$ cat config.mk
export PLATFORM = sky130hd
export DESIGN_NAME = pipe_generator
export DESIGN_NICKNAME = d
export VERILOG_FILES = /design/src/rtl/flappy_pkg.sv /design/src/rtl/pipe_lfsr.sv /design/src/rtl/pipe_generator.sv
export SDC_FILE = /design/constraint.sdc
export NUM_CORES = 1
export LEC_CHECK = 0
export BUFFER_PORTS_ARGS = -buffer_cell sky130_fd_sc_hd__buf_2
export CORE_ASPECT_RATIO = 1.4
export CORE_UTILIZATION = 60
export DETAILED_ROUTE_END_ITERATION = 8
export PLACE_DENSITY_LB_ADDON = 0.3
export REMOVE_ABC_BUFFERS = 1
export SYNTH_ARGS = -nofsm -noshare
export SYNTH_HDL_FRONTEND = slang
export SYNTH_SLANG_ARGS = --single-unit
$ cat constraint.sdc
create_clock -name Clk -period 7.05 [get_ports Clk]
set_input_delay 0.705 -clock Clk [delete_from_list [all_inputs] [get_ports Clk]]
set_output_delay 0.705 -clock Clk [all_outputs]
set_load 0.005 [all_outputs]
$ cat src/rtl/flappy_pkg.sv
// Shared Flappy-VGA definitions: screen geometry, game state encodings and
// the pseudo-random generator seed/feedback mask.
package flappy_pkg;

   localparam int SCREEN_W = 640;
   localparam int SCREEN_H = 480;

   // One-hot game states
   typedef enum logic [2:0] {
      ST_IDLE   = 3'b001,
      ST_SCROLL = 3'b010,
      ST_FROZEN = 3'b100
   } state_t;

   localparam logic [15:0] LFSR_SEED = 16'hACE1;
   localparam logic [15:0] LFSR_TAPS = 16'hB400;

endpackage

$ cat src/rtl/pipe_lfsr.sv
// 16-bit Galois LFSR with synchronous reset to the shared seed. The advance
// enable lets other blocks step it at their own rate; the low byte is exported.
module pipe_lfsr
   import flappy_pkg::*;
(
   input  logic       clk,
   input  logic       reset,
   input  logic       advance,
   output logic [7:0] rand_byte
);

   logic [15:0] state;

   // Shift right; when the bit falling out is 1, fold the feedback mask back in
   always_ff @(posedge clk) begin
      if (reset) begin
         state <= LFSR_SEED;
      end else if (advance) begin
         if (state[0]) state <= (state >> 1) ^ LFSR_TAPS;
         else          state <= state >> 1;
      end
   end

   assign rand_byte = state[7:0];

endmodule

$ cat src/rtl/pipe_generator.sv
// Scrolling pipe obstacle for Flappy-VGA: drives the pipe edges, validity and
// score. Define PIPE_SPEEDUP_EN to make the scroll step grow with the score
// (1 px/tick plus 1 per 8 points, capped at 4); otherwise the step is 1 px.
module pipe_generator
   import flappy_pkg::*;
#(
   parameter int SCREEN_W   = flappy_pkg::SCREEN_W,
   parameter int PIPE_W     = 60,
   parameter int GAP_H      = 120,
   parameter int GAP_MIN    = 40,
   parameter int GAP_SPAN   = 200,
   parameter int SCROLL_DIV = 400000,
   parameter int BIRD_X     = 200
) (
   input  logic       Clk,
   input  logic       reset,
   input  logic       Start,
   input  logic       Q_Lose,
   input  logic       Ack,
   output logic [9:0] X_Edge_Left,
   output logic [9:0] X_Edge_Right,
   output logic [9:0] Y_Edge_Top,
   output logic [9:0] Y_Edge_Bottom,
   output logic       Pipe_Valid,
   output logic [7:0] Score
);

   localparam int DIV_W = (SCROLL_DIV > 2) ? $clog2(SCROLL_DIV) : 1;
   localparam logic [DIV_W-1:0] DIV_LAST = DIV_W'(SCROLL_DIV - 1);
   localparam logic [9:0] SPAWN_X = 10'(SCREEN_W + PIPE_W);

   state_t           state;
   logic [DIV_W-1:0] divider;
   logic             scored;
   logic [7:0]       rand_byte;

   logic [9:0]       step;
   logic [9:0]       moved_x;
   logic             respawn;
   logic             tick;
   logic [9:0]       spawn_top;
   logic [9:0]       spawn_bottom;

   // Gap top from a random byte: fold values above the span back into range
   function automatic logic [9:0] gap_top(input logic [7:0] r);
      logic [8:0] off;
      off = {1'b0, r};
      if (off > 9'(GAP_SPAN)) off = off - 9'(GAP_SPAN);
      return 10'(GAP_MIN) + {1'b0, off};
   endfunction

   // Left edge saturates at column 0 while the pipe slides off-screen
   function automatic logic [9:0] left_edge(input logic [9:0] x);
      return (x < 10'(PIPE_W)) ? 10'd0 : x - 10'(PIPE_W);
   endfunction

   // Score counter saturates at 255
   function automatic logic [7:0] sat_inc(input logic [7:0] s);
      return (s == 8'hFF) ? s : s + 8'd1;
   endfunction

   pipe_lfsr u_lfsr (
      .clk       (Clk),
      .reset     (reset),
      .advance   (1'b1),
      .rand_byte (rand_byte)
   );

`ifdef PIPE_SPEEDUP_EN
   // Step grows by one for every 8 points, capped at 4 px per tick
   always_comb begin
      step = 10'd1;
      if (Score[7:3] > 5'd3) step = 10'd4;
      else                   step = 10'd1 + {5'd0, Score[7:3]};
   end
`else
   assign step = 10'd1;
`endif

   // Next-move candidates; a lose indication in the tick cycle suppresses the move
   always_comb begin
      moved_x      = X_Edge_Right - step;
      respawn      = (X_Edge_Right <= step);
      tick         = (state == ST_SCROLL) && (divider == DIV_LAST) && !Q_Lose;
      spawn_top    = gap_top(rand_byte);
      spawn_bottom = spawn_top + 10'(GAP_H);
   end

   // Game FSM together with pipe position, gap, divider and score registers
   always_ff @(posedge Clk) begin
      if (reset) begin
         state         <= ST_IDLE;
         divider       <= '0;
         scored        <= 1'b0;
         Score         <= 8'd0;
         Pipe_Valid    <= 1'b0;
         X_Edge_Left   <= 10'd0;
         X_Edge_Right  <= 10'd0;
         Y_Edge_Top    <= 10'd0;
         Y_Edge_Bottom <= 10'd0;
      end else begin
         case (state)
            ST_IDLE: begin
               if (Start) begin
                  state         <= ST_SCROLL;
                  divider       <= '0;
                  scored        <= 1'b0;
                  Score         <= 8'd0;
                  Pipe_Valid    <= 1'b1;
                  X_Edge_Right  <= SPAWN_X;
                  X_Edge_Left   <= left_edge(SPAWN_X);
                  Y_Edge_Top    <= spawn_top;
                  Y_Edge_Bottom <= spawn_bottom;
               end
            end
            ST_SCROLL: begin
               if (Q_Lose) begin
                  state <= ST_FROZEN;
               end else begin
                  divider <= (divider == DIV_LAST) ? '0 : divider + 1'b1;
                  if (tick) begin
                     if (respawn) begin
                        scored        <= 1'b0;
                        X_Edge_Right  <= SPAWN_X;
                        X_Edge_Left   <= left_edge(SPAWN_X);
                        Y_Edge_Top    <= spawn_top;
                        Y_Edge_Bottom <= spawn_bottom;
                     end else begin
                        X_Edge_Right <= moved_x;
                        X_Edge_Left  <= left_edge(moved_x);
                        if (!scored && (moved_x < 10'(BIRD_X))) begin
                           Score  <= sat_inc(Score);
                           scored <= 1'b1;
                        end
                     end
                  end
               end
            end
            ST_FROZEN: begin
               if (Ack) begin
                  state         <= ST_IDLE;
                  Pipe_Valid    <= 1'b0;
                  X_Edge_Left   <= 10'd0;
                  X_Edge_Right  <= 10'd0;
                  Y_Edge_Top    <= 10'd0;
                  Y_Edge_Bottom <= 10'd0;
               end
            end
            default: begin
               state         <= ST_IDLE;
               Pipe_Valid    <= 1'b0;
               X_Edge_Left   <= 10'd0;
               X_Edge_Right  <= 10'd0;
               Y_Edge_Top    <= 10'd0;
               Y_Edge_Bottom <= 10'd0;
            end
         endcase
      end
   end

endmodule

==> impl_metrics.toml <==
[status]
status = "complete, no violations"

[global_route]
grt_usage_pct = 27.6
antenna_found_initial = 0
grt_pass1_wl_um = 16000
overflow = 0
grt_pass1_vias = 3488
grt_max_degree = 46

[clocking]
cts_hold_buf = 0
cts_buffer_depth = 2
cts_setup_buffers = 0
cts_tree = "yes"
cts.clk_slew.worst_paths_ns = 0.09
htreeDepth = 3
cts_buffers = 9
cts_root_buffer = "clkbuf_8"
clock_latency_ns = 0.37
clock_sinks = 85
cts_resized = 0

[setup_path]
path_cells = "ha_1 > and3_1 > nand3_1 > o31a_1 > or3_1 > buf_4 > nor4b_2 > and2_1 > a22o_1"
cp_max_fo = 31
cp_data_arrival_time_ns = 3.70
crit_buf_inv = 1
startpoint_type = "flip-flop"
cp_slowest_cell = "nor4b_2"
endpoint_kind = "flip-flop"
crit_type = "reg2reg"
required_ns = 7.37
max_stage_delay_ns = 1.05
crit_family = "simple AND/OR/NAND/NOR gates"

[min_path]
hp-class = "reg2reg"

[power_and_ir_drop]
power_density_mw_per_mm2 = 284
vdd_ir_drop_max_mv = 0.187
total_power_mw = 1.34
cellLeakagePower_nw = 1.86

[synth]
synth-xor-area-share_pct = 6.36
async_reset_ff_share_pct = 0
synth_compound_area_share_pct = 19.1
ys_types = 70
avgSynthCellArea_um2 = 8.57
synthAdderAreaFrac_pct = 2.64
yosys.area_share.simple_pct = 26.1
synth.mux.area_fraction_pct = 1.17
synth_top_family_by_area = "simple AND/OR/NAND/NOR gates"
ys.flop_type = "dfxtp_1"
ys_seq_elements = 85
syn-cell-area_mm2 = 0.00427
synth_warnings = 0
syn_inst = 498
synth-seq-area-share_pct = 39.9
synth_edf_count = 0

[cells_and_area]
n_antenna_cell = 0
drive_gt1_share_pct = 17.8
fillers = 607
final_cell_area_mm2 = 0.00473
area_delta_synth_final_pct = 10.8
finalNonFillerCells = 635
nNetsFinal = 549

[routing]
vias = 3854
wl_per_cell_um = 15.3
ant_nets = 0
via_per_inst = 6.07
postRouteWirelength_um = 9710
drc = 0
drt-pass1-iter-count = 4
drt-initial-drc-count = 231

[floorplan]
dieArea_mm2 = 0.00746
io_pins = 54
initial_core_util_pct = 61.5
die_x_um = 73.3
coreArea_mm2 = 0.00694
die_y_um = 102
num_rows = 36

[placed_design]
postPlaceCellArea_mm2 = 0.00452
dp_hpwl_um = 6680
portBuffers = 53
place_inst = 619
gp_congestion = 0.873
pre_cts_ws_ns = 3.71

[sta]
drv_slew = 0
fmax_mhz = 296
slew_headroom_pct = 18.2
period_share_pct = 48.0
setup_tns_ns = 0
hold_viol = 0
tightest_slew_ns = 1.22
setup_ws_ns = 3.67
min_period_ns = 3.38
setup_viol = 0
fin_skew_ns = 0.0117
rsz0062_at_grt = "no"

[run]
cap_violations = 0
==> path summary, 6_finish.rpt <==
| path | from | to | slack (ns) | cells past startpoint |
|---|---|---|---|---|
| min reg2reg | u_lfsr.state[8] | u_lfsr.state[7] | 0.42 | 1 |
| max | divider[0] | Y_Edge_Bottom[9] | 3.67 | 9 |
| max reg2reg | divider[0] | Y_Edge_Bottom[9] | 3.67 | 9 |
| min | u_lfsr.state[8] | u_lfsr.state[7] | 0.42 | 1 |
==> per-layer routing <==
layer  track usage (%)  vias up  wire (µm)
met2              45.5      136       4830
li1                  -     1867          -
met1              33.0     1821       4050
met5                 0        -          0
met3              5.27       30        506
met4              16.1        0        319
==> cell type report <==
| cell class | instances | area (µm²) | area share (%) |
|---|---|---|---|
| Inverter | 14 | 52.6 | 1.11 |
| Clock buffer | 10 | 138 | 2.91 |
| Clock inverter | 6 | 68.8 | 1.45 |
| Timing Repair Buffer | 56 | 288 | 6.08 |
| Tap cell | 95 | 119 | 2.51 |
| Sequential cell | 85 | 1700 | 36.0 |
| Multi-Input combinational cell | 369 | 2360 | 50.0 |
==> cells in the mapped netlist (7+ instances only) <==
library cell | number | area share (%)
nand4_1 | 9 | 1.3
a211oi_1 | 8 | 1.4
xor2_1 | 12 | 2.5
nor2_1 | 45 | 4.0
clkbuf_1 | 17 | 1.5
xnor2_1 | 19 | 3.9
dfxtp_1 | 85 | 40
nand3_1 | 19 | 2.2
nand2_1 | 45 | 4.0
a21oi_1 | 29 | 3.4
o21ai_1 | 7 | 0.82
a22o_1 | 13 | 2.7
ha_1 | 9 | 2.6
nor3_1 | 12 | 1.4
and3_1 | 8 | 1.2
nor2b_1 | 7 | 1.0
o31ai_1 | 7 | 1.2
or2_2 | 9 | 1.3
inv_1 | 14 | 1.2
o21ai_0 | 13 | 1.5
or3_1 | 9 | 1.3
==> flip-flops by register name, summed over array words and instances, names as in the netlist <==
name and cells:
divider 19, u_lfsr.state 16, X_Edge_Left 10, X_Edge_Right 10, Y_Edge_Top 10, Score 8, Y_Edge_Bottom 7, state 3
Pipe_Valid 1, scored 1
==> layout by cell type, fill, tap and decap left out, drive strengths merged, types with 3 or more instances in the layout <==
| cell | n |
|---|---|
| and3 | 8 |
| dfxtp | 85 |
| nor2b | 7 |
| ha | 9 |
| or3 | 10 |
| nor4 | 6 |
| xor2 | 12 |
| nor2 | 46 |
| nand2 | 46 |
| buf | 56 |
| xnor2 | 19 |
| or2 | 11 |
| mux2i | 5 |
| nand3 | 19 |
| a22o | 13 |
| a22oi | 4 |
| nor3b | 3 |
| o2111ai | 3 |
| a31oi | 7 |
| a21oi | 30 |
| and2 | 4 |
| o211ai | 6 |
| nand4 | 9 |
| nand2b | 5 |
| or4 | 6 |
| nor4b | 6 |
| nor3 | 12 |
| a211oi | 9 |
| clkbuf | 10 |
| nand3b | 3 |
| inv | 16 |
| o21ai | 20 |
| o31ai | 7 |
==> worst register-to-register path: stages, from the launching register on <==
cell     delay, ns
dfxtp_1       0.37
ha_1          0.20
and3_1        0.23
nand3_1       0.11
o31a_1        0.35
or3_1         0.36
buf_4         0.24
nor4b_2       1.05
and2_1        0.28
a22o_1        0.12
==> cell families (layout without fill, tap and decap cells) <==
kind of cell	after synthesis	count (layout)
buffers and inverters	44	86
XOR/XNOR	31	31
AND/OR/NAND/NOR	207	207
multiplexers	5	5
adder cells (fa/ha/maj)	9	9
AO/OA/AOI/OAI	117	117
flip-flops	85	85
==> power breakdown <==
group          total [mW]  switching, mW  leakage (nW)  internal [mW]
Sequential          0.574         0.0554         0.694          0.519
Combinational       0.406          0.241          1.06          0.165
Clock               0.361          0.185         0.103          0.176
==> stage by stage <==
step | hold WS [ns] | utilization, %
finish | 0.418 | 68.2
global route | 0.443 | 68.2
CTS | 0.420 | 68.2
detailed placement | 0.395 | 65.2
global placement | 0.396 | 65.2
floorplan | 0.389 | -
No activity file was read; power rests on OpenSTA's default activity.
